$ cat config.mk
export PLATFORM = sky130hd
export DESIGN_NAME = cordic_8b_gain_comp
export DESIGN_NICKNAME = d
export VERILOG_FILES = /design/src/rtl/cordic_8b_gain_comp.sv
export SDC_FILE = /design/constraint.sdc
export NUM_CORES = 1
export LEC_CHECK = 0
export BUFFER_PORTS_ARGS = -buffer_cell sky130_fd_sc_hd__buf_2
export CAP_MARGIN = 30
export CORE_MARGIN = 1
export CORE_UTILIZATION = 40
export CTS_CLUSTER_SIZE = 10
export DETAILED_ROUTE_END_ITERATION = 7
export HOLD_SLACK_MARGIN = 0.1
export SYNTH_ARGS = -nofsm -noshare
export SYNTH_HDL_FRONTEND = slang
export SYNTH_SLANG_ARGS = --single-unit
$ cat constraint.sdc
create_clock -name clk -period 3.5 [get_ports clk]
set_input_delay 0.7 -clock clk [delete_from_list [all_inputs] [get_ports clk]]
set_output_delay 0.7 -clock clk [all_outputs]
set_load 0.1 [all_outputs]
$ cat src/rtl/cordic_8b_gain_comp.sv
// Gain-compensation stage for the 8-bit CORDIC datapath.
// Captures one (x, y, z) result per input handshake. x and y are multiplied
// by K/256 with an 8-step shift-add loop, one step per cycle. z passes
// through unscaled. The scaled triple is held on a valid/ready output port.
module cordic_8b_gain_comp #(
  parameter logic [7:0] K = 8'd155
) (
  input  logic       clk,
  input  logic       rst,
  input  logic       in_valid,
  output logic       in_ready,
  input  logic [7:0] x_in,
  input  logic [7:0] y_in,
  input  logic [7:0] z_in,
  output logic       out_valid,
  input  logic       out_ready,
  output logic [7:0] x_out,
  output logic [7:0] y_out,
  output logic [7:0] z_out,
  output logic       busy
);

  typedef enum logic [1:0] {
    S_IDLE = 2'd0,
    S_MUL  = 2'd1,
    S_DONE = 2'd2
  } state_e;

  state_e             state_q, state_d;
  logic        [7:0]  x_q, x_d;
  logic        [7:0]  y_q, y_d;
  logic        [7:0]  z_q, z_d;
  logic signed [15:0] acc_x_q, acc_x_d;
  logic signed [15:0] acc_y_q, acc_y_d;
  logic        [2:0]  cnt_q, cnt_d;
  logic        [7:0]  x_out_q, x_out_d;
  logic        [7:0]  y_out_q, y_out_d;
  logic        [7:0]  z_out_q, z_out_d;

  // Sign-extended operands, shifted by the current step index.
  logic signed [15:0] x_ext, y_ext;
  assign x_ext = {{8{x_q[7]}}, x_q};
  assign y_ext = {{8{y_q[7]}}, y_q};

  // Next-state, datapath and handshake decode.
  always_comb begin
    // NOTE: every variable gets a default first so no path leaves it unassigned, which would infer a latch.
    state_d = state_q;
    x_d     = x_q;
    y_d     = y_q;
    z_d     = z_q;
    acc_x_d = acc_x_q;
    acc_y_d = acc_y_q;
    cnt_d   = cnt_q;
    x_out_d = x_out_q;
    y_out_d = y_out_q;
    z_out_d = z_out_q;

    unique case (state_q)
      S_IDLE: begin
        if (in_valid) begin
          x_d     = x_in;
          y_d     = y_in;
          z_d     = z_in;
          acc_x_d = '0;
          acc_y_d = '0;
          cnt_d   = '0;
          state_d = S_MUL;
        end
      end
      S_MUL: begin
        // |x| <= 128 and K <= 255 keep the product inside 16 signed bits.
        if (K[cnt_q]) begin
          acc_x_d = acc_x_q + (x_ext <<< cnt_q);
          acc_y_d = acc_y_q + (y_ext <<< cnt_q);
        end
        cnt_d = cnt_q + 3'd1;
        if (cnt_q == 3'd7) begin
          // Outputs only change on entry to DONE; dropping the low byte is an arithmetic floor.
          x_out_d = acc_x_d[15:8];
          y_out_d = acc_y_d[15:8];
          z_out_d = z_q;
          state_d = S_DONE;
        end
      end
      S_DONE: begin
        if (out_ready) state_d = S_IDLE;
      end
      default: state_d = S_IDLE;
    endcase
  end

  // State and datapath registers; reset aborts any transaction in flight.
  always_ff @(posedge clk) begin
    // NOTE: non-blocking assignments so every register samples pre-edge values, independent of statement order.
    if (rst) begin
      state_q <= S_IDLE;
      x_q     <= '0;
      y_q     <= '0;
      z_q     <= '0;
      acc_x_q <= '0;
      acc_y_q <= '0;
      cnt_q   <= '0;
      x_out_q <= '0;
      y_out_q <= '0;
      z_out_q <= '0;
    end else begin
      state_q <= state_d;
      x_q     <= x_d;
      y_q     <= y_d;
      z_q     <= z_d;
      acc_x_q <= acc_x_d;
      acc_y_q <= acc_y_d;
      cnt_q   <= cnt_d;
      x_out_q <= x_out_d;
      y_out_q <= y_out_d;
      z_out_q <= z_out_d;
    end
  end

  // Handshake flags depend only on state (and rst), never on in_valid/out_ready.
  assign in_ready  = (state_q == S_IDLE) && !rst;
  assign out_valid = (state_q == S_DONE);
  assign busy      = (state_q == S_MUL);
  assign x_out     = x_out_q;
  assign y_out     = y_out_q;
  assign z_out     = z_out_q;

endmodule
* After elaboration in Yosys (flattened, before gate mapping) *
Memories as Yosys holds them, arrays and structs flattened. A register that Yosys moved wholly into a read port is not among the register bits.
Cells that the tools add are included.

word-level totals
  word-level logic and storage cells = 49
  input port bits = 28
  memories kept = 1
  output and inout bits = 27
  flip-flop bits (word level) = 85
  ROM bits = 8

operators by class
  eq/ne operators = 7
  muxes and demuxes = 14
  shift operators = 2
  magnitude comparators = 1
  add/subtract/negate cells = 3
  reductions and logical operators = 9

memories
  name             depth  width  rd ports  clocked after memory_dff  wr ports  line  source
  (no name shown)  8      1      1         1                         0         73    if (K[cnt_q]) begin

operators with widths
  cell                   count
  $pmux W16 S2           2
  $mux W16               3
  $add A16 B16 Y16       2
  $sshl A8 B3 Y16        2
  $mux W3                3
  $mux W2                3
  $ne A2 B1 Y1 const B   3
  $pmux W2 S3            1
  $pmux W3 S2            1
  $reduce_and A2 Y1      3
  $reduce_and A3 Y1      2
  $lt A3 B4 Y1 const B   1
  $add A3 B1 Y3 const B  1
  $eq A3 B3 Y1 const B   1
  $eq A2 B1 Y1 const B   1
  $eq A2 B2 Y1 const B   1
  $logic_not A2 Y1       1
  $ne A2 B2 Y1 const B   1
  $reduce_bool A2 Y1     1
  $logic_and A1 B1 Y1    1
  $logic_not A1 Y1       1
  $mux W1                1

* Depth between registers and ports, before layout *
  depth after elaboration = 5
  mapped depth = 15
  mapped depth without buffers = 13

* Least setup slack after synthesis *
Ideal clock, no wire load.

  path type = input to output
  start point = input rst
  end point = output in_ready
  data arrival time = 3.127 ns
  stages on the path = 3
  required time = 2.800 ns
  buffers on the path = 2
  setup slack = -0.327 ns
  cells stage by stage = clkbuf_1 > buf_1 > nor3_1

between the ends
  cells in the longest elaborated chain, start to end = 2

ends and longest elaborated chain
  item                 line  source
  start: declaration   9     input logic rst,
  $logic_not A1 Y1     122   assign in_ready = (state_q == S_IDLE) && !rst;
  $logic_and A1 B1 Y1  122
  end: declaration     11    output logic in_ready,

No other way between the ends.

* Worst setup path in the final report *
  start point = register cnt_q[1]
  end point = register y_out_q[6], in the netlist y_out[6]

between the ends
  cells in the longest elaborated chain, start to end = 3
  elaborated cells between the ends (all ways) = 5

ends and longest elaborated chain
  item                      line  source
  start: declaration        35    logic [2:0] cnt_q, cnt_d;
  start signal: assignment  114   cnt_q <= cnt_d;
  $sshl A8 B3 Y16           75    acc_y_d = acc_y_q + (y_ext <<< cnt_q);
  $add A16 B16 Y16          75
  $mux W16                  73
  end signal: assignment    116   y_out_q <= y_out_d;
  end: declaration          37    logic [7:0] y_out_q, y_out_d;

Parallel ways exist; a longest one is shown, timed or not. The select of a mux whose other input is x is not followed.
A chain may end at the register's enable or synchronous reset.

==> impl_metrics.tcl <==
set metrics [dict create \
    status "finished, final reports clean" \
    yosys_synthesis_warning_count 0 \
    rr_endpoint "y_out[6]$_SDFFE_PP0P_" \
    worst_setup_slack_post_dpl_ns 0.05348 \
    final-setup-viol-count 0 \
    route.detailed.wl_per_inst_um 15.68 \
    worst_slew_margin_rel 0.3459 \
    path_max_fanout 27 \
    power-per-cell-area_nw_per_um2 376.4 \
    holdBufCountCts 0 \
    synth-main-ff-cell "sky130_fd_sc_hd__dfxtp_1" \
    yosysUniqueCellTypes 62 \
    final_cell_count_no_fill 894 \
    placementRows 41 \
    worst_setup_hold_path_clk_slew_ns 0.06 \
    critical_path_class "flop to flop" \
    final_nets 781 \
    clock_path_buffers 2 \
    synth-seq-area-share 0.3235 \
    hold_path.class "flop to flop" \
    drive_above_1_share 0.1537 \
    cts_buffers 9 \
    critical_path.startpoint_type "flop" \
    antenna_violating_nets_post_route 0 \
    postSynthAreaPerCell_um2 7.837 \
    regToRegSetupSlack_ns 0.19 \
    drv_slew 0 \
    placed_cells 878 \
    worst_ep_required_time_ns 3.74 \
    grt_max_degree 44 \
    gp_congestion 0.9020 \
    starting_density_of_the_core 0.4166 \
    antenna_found_initial 0 \
    synth_enable_flop_cells 0 \
    vdd.ir_drop.worst_mv 0.2920 \
    routed_wl_mm 14.02 \
    cp-end-kind "flop" \
    design.portCount 55 \
    yosys.area.top_type_share 0.3235 \
    avgViaCountPerCell 5.563 \
    transition_time_of_the_tightest_slew_check_pin_ns 0.9812 \
    grt_pass1_wl_mm 23.38 \
    dr_total_vias 4973 \
    place.port_buffers 54 \
    n_antenna_cell 0 \
    area_growth_pct 14.18 \
    fill_cells 1260 \
    arrival_ns 3.54 \
    timing.rr.start "cnt_q[1]$_SDFFE_PP0P_" \
    detail_route.iter0.violations 299 \
    library_cell_with_the_largest_summed_area_after_synthesis "sky130_fd_sc_hd__dfxtp_1" \
    critical_path.startpoint "cnt_q[1]$_SDFFE_PP0P_" \
    power.leakage_nw 2.625 \
    die_area_um2 13770 \
    most_area_consuming_cells_after_synthesis "sky130_fd_sc_hd__dfxtp_1 (32%), sky130_fd_sc_hd__ha_1 (7.8%), sky130_fd_sc_hd__nand2_1 (7.5%)" \
    grt_setup_unrepaired "no" \
    endpoint "y_out[6]$_SDFFE_PP0P_" \
    timing.setup.tns_ns 0 \
    p_total_mw 2.287 \
    post-route-period-util 0.9456 \
    core_area_um2 12770 \
    die_y_um 117.3 \
    cts_root_buffer "sky130_fd_sc_hd__clkbuf_16" \
    max_cap_violations 0 \
    reg2reg_depth 12 \
    number_of_storage_elements_in_the_synthesis_netlist 86 \
    grt_pass1_vias 4811 \
    finalWorstPathRequiredPeriod_ns 3.310 \
    drt_drc_violations_left 0 \
    cts_htree_levels 3 \
    synthArstFlopShare 0 \
    cts_tree "built" \
    hold_viol_final 0 \
    synthesis.instances 679 \
    clk-insertion-delay-late_ns 0.35 \
    global_route.overflow_total 0 \
    layout_setup_ws_ns 0.1903 \
    mappedNetlistArea_um2 5321 \
    drtPass1Iterations 4 \
    max_clock_freq_mhz 302.1 \
    clock-sinks 86 \
    synth_fp_nets 742 \
    die_w_um 117.3 \
    grtUsageTotal 0.2111 \
    place.detailed.hpwl_mm 10.41 \
    timing.clock.skew_ns 0.007027 \
]
-- power by group --
part | switching, mW | internal (mW) | leakage (nW) | total [mW]
Combinational | 0.247 | 0.150 | 1.80 | 0.397
Clock | 0.376 | 0.471 | 0.128 | 0.847
Sequential | 0.0308 | 1.01 | 0.699 | 1.04
Total | 0.654 | 1.63 | 2.62 | 2.29
-- metrics by stage --
| step | cell area [um2] | utilization | hold slack, ns |
|---|---|---|---|
| finish | 6076 | 0.4757 | 0.4468 |
| global placement | 5788 | 0.4531 | 0.4400 |
| CTS | 6045 | 0.4732 | 0.4541 |
| detailed placement | 5788 | 0.4531 | 0.4462 |
| global route | 6076 | 0.4757 | 0.4674 |
| floorplan | 5329 | - | 0.4322 |
-- per-layer routing --
metal  up-vias  routed length, um  global-route usage
met1      2311               6481              0.2699
met3        26                691             0.03891
met4         0                344             0.09172
li1       2501                  -                   -
met2       135               6500              0.3454
met5         -                  0                   0
-- repair_timing --
item                       in CTS  in global routing
resized for setup               0                  7
setup endpoints to repair       0                  5
buffers inserted                0                  1
-- synth_stat cells (5+ instances only) --
cell type and n:
sky130_fd_sc_hd__nand2_1 106, sky130_fd_sc_hd__dfxtp_1 86, sky130_fd_sc_hd__a21oi_1 77, sky130_fd_sc_hd__nor2_1 62, sky130_fd_sc_hd__clkbuf_1 37, sky130_fd_sc_hd__o21ai_0 36
sky130_fd_sc_hd__ha_1 33, sky130_fd_sc_hd__mux2i_1 23, sky130_fd_sc_hd__nand3_1 19, sky130_fd_sc_hd__a22oi_1 16, sky130_fd_sc_hd__nor3_1 13, sky130_fd_sc_hd__nand2b_1 12
sky130_fd_sc_hd__xor2_1 11, sky130_fd_sc_hd__a21o_1 10, sky130_fd_sc_hd__inv_1 10, sky130_fd_sc_hd__mux2_2 10, sky130_fd_sc_hd__nor2b_1 10, sky130_fd_sc_hd__xnor2_1 9
sky130_fd_sc_hd__a211oi_1 8, sky130_fd_sc_hd__and2_1 8, sky130_fd_sc_hd__or3_1 7, sky130_fd_sc_hd__o211ai_1 5
-- registers in the layout, indices dropped and copies added (netlist names), 8 cells and up, named ones only --
name     flops
y_out        8
x_out        8
x_q          8
y_q          8
z_q          8
acc_x_q     16
z_out        8
acc_y_q     16
-- final cells by class --
class	count	area [um2]	share of cell area
multi-input combinational	539	3421	0.5630
tap	172	215.2	0.03542
clock inverter	5	27.53	0.004530
timing repair buffer	70	415.4	0.06837
inverter	12	45.04	0.007414
clock buffer	10	229.0	0.03769
sequential	86	1723	0.2836
-- worst min path at each step --
stage | startpoint | end | slack [ns] | depth (start not counted)
5_1_grt | y_out[3]$_SDFFE_PP0P_ | y_out[3]$_SDFFE_PP0P_ | 0.47 | 2
6_report | y_out[3]$_SDFFE_PP0P_ | y_out[3]$_SDFFE_PP0P_ | 0.45 | 2
4_1_cts | y_out[3]$_SDFFE_PP0P_ | y_out[3]$_SDFFE_PP0P_ | 0.45 | 2
2_1_floorplan | z_q[0]$_SDFFE_PP0P_ | z_out[0]$_SDFFE_PP0P_ | 0.43 | 2
3_3_place_gp | z_q[7]$_SDFFE_PP0P_ | z_out[7]$_SDFFE_PP0P_ | 0.44 | 2
3_5_place_dp | y_out[3]$_SDFFE_PP0P_ | y_out[3]$_SDFFE_PP0P_ | 0.45 | 2
-- kinds of logic (layout without fill, tap and decap cells) --
logic type	Yosys count	after routing	synth area share
xor+xnor	20	20	0.03292
compound gates	197	197	0.2358
mux	34	34	0.06725
simple gates	253	253	0.2166
flops	86	86	0.3235
buf+inv	54	97	0.03879
fa+ha+maj	35	35	0.08512
-- worst max-delay path, stage by stage, from the launching register on --
cell and delay (ns):
sky130_fd_sc_hd__dfxtp_1 0.39, sky130_fd_sc_hd__buf_12 0.20, sky130_fd_sc_hd__mux2i_1 0.26, sky130_fd_sc_hd__o21ai_0 0.14
sky130_fd_sc_hd__and2_1 0.19, sky130_fd_sc_hd__ha_1 0.33, sky130_fd_sc_hd__nor2b_1 0.16, sky130_fd_sc_hd__o31a_1 0.31
sky130_fd_sc_hd__o311ai_4 0.33, sky130_fd_sc_hd__nand2_1 0.18, sky130_fd_sc_hd__a221oi_2 0.31, sky130_fd_sc_hd__xnor2_1 0.14
sky130_fd_sc_hd__o31a_1 0.25
-- cell usage in the layout (no fill, tap or decap), types with 4 or more instances in the layout --
master                      synthesis  final
sky130_fd_sc_hd__a31oi_1            4      4
sky130_fd_sc_hd__o21ai_0           36     34
sky130_fd_sc_hd__and3_1             4      4
sky130_fd_sc_hd__mux2i_1           23     23
sky130_fd_sc_hd__a21oi_1           77     77
sky130_fd_sc_hd__o211ai_1           5      5
sky130_fd_sc_hd__nand3_1           19     19
sky130_fd_sc_hd__clkinv_2           0      4
sky130_fd_sc_hd__nor3_1            13     12
sky130_fd_sc_hd__or3_1              7      7
sky130_fd_sc_hd__buf_4              1     14
sky130_fd_sc_hd__and2_1             8      8
sky130_fd_sc_hd__clkbuf_16          0      9
sky130_fd_sc_hd__nand2_1          106    106
sky130_fd_sc_hd__xnor2_1            9      9
sky130_fd_sc_hd__a211oi_1           8      8
sky130_fd_sc_hd__ha_1              33     31
sky130_fd_sc_hd__buf_2              0     54
sky130_fd_sc_hd__a22oi_1           16     16
sky130_fd_sc_hd__o21a_1             4      4
sky130_fd_sc_hd__inv_1             10     10
sky130_fd_sc_hd__nand2b_1          12     12
sky130_fd_sc_hd__mux2_2            10     10
sky130_fd_sc_hd__nor2b_1           10     10
sky130_fd_sc_hd__xor2_1            11     11
sky130_fd_sc_hd__o31a_1             4      4
sky130_fd_sc_hd__dfxtp_1           86     85
sky130_fd_sc_hd__a21o_1            10     10
sky130_fd_sc_hd__nor2_1            62     62
Power figures use the tool's default switching activity.
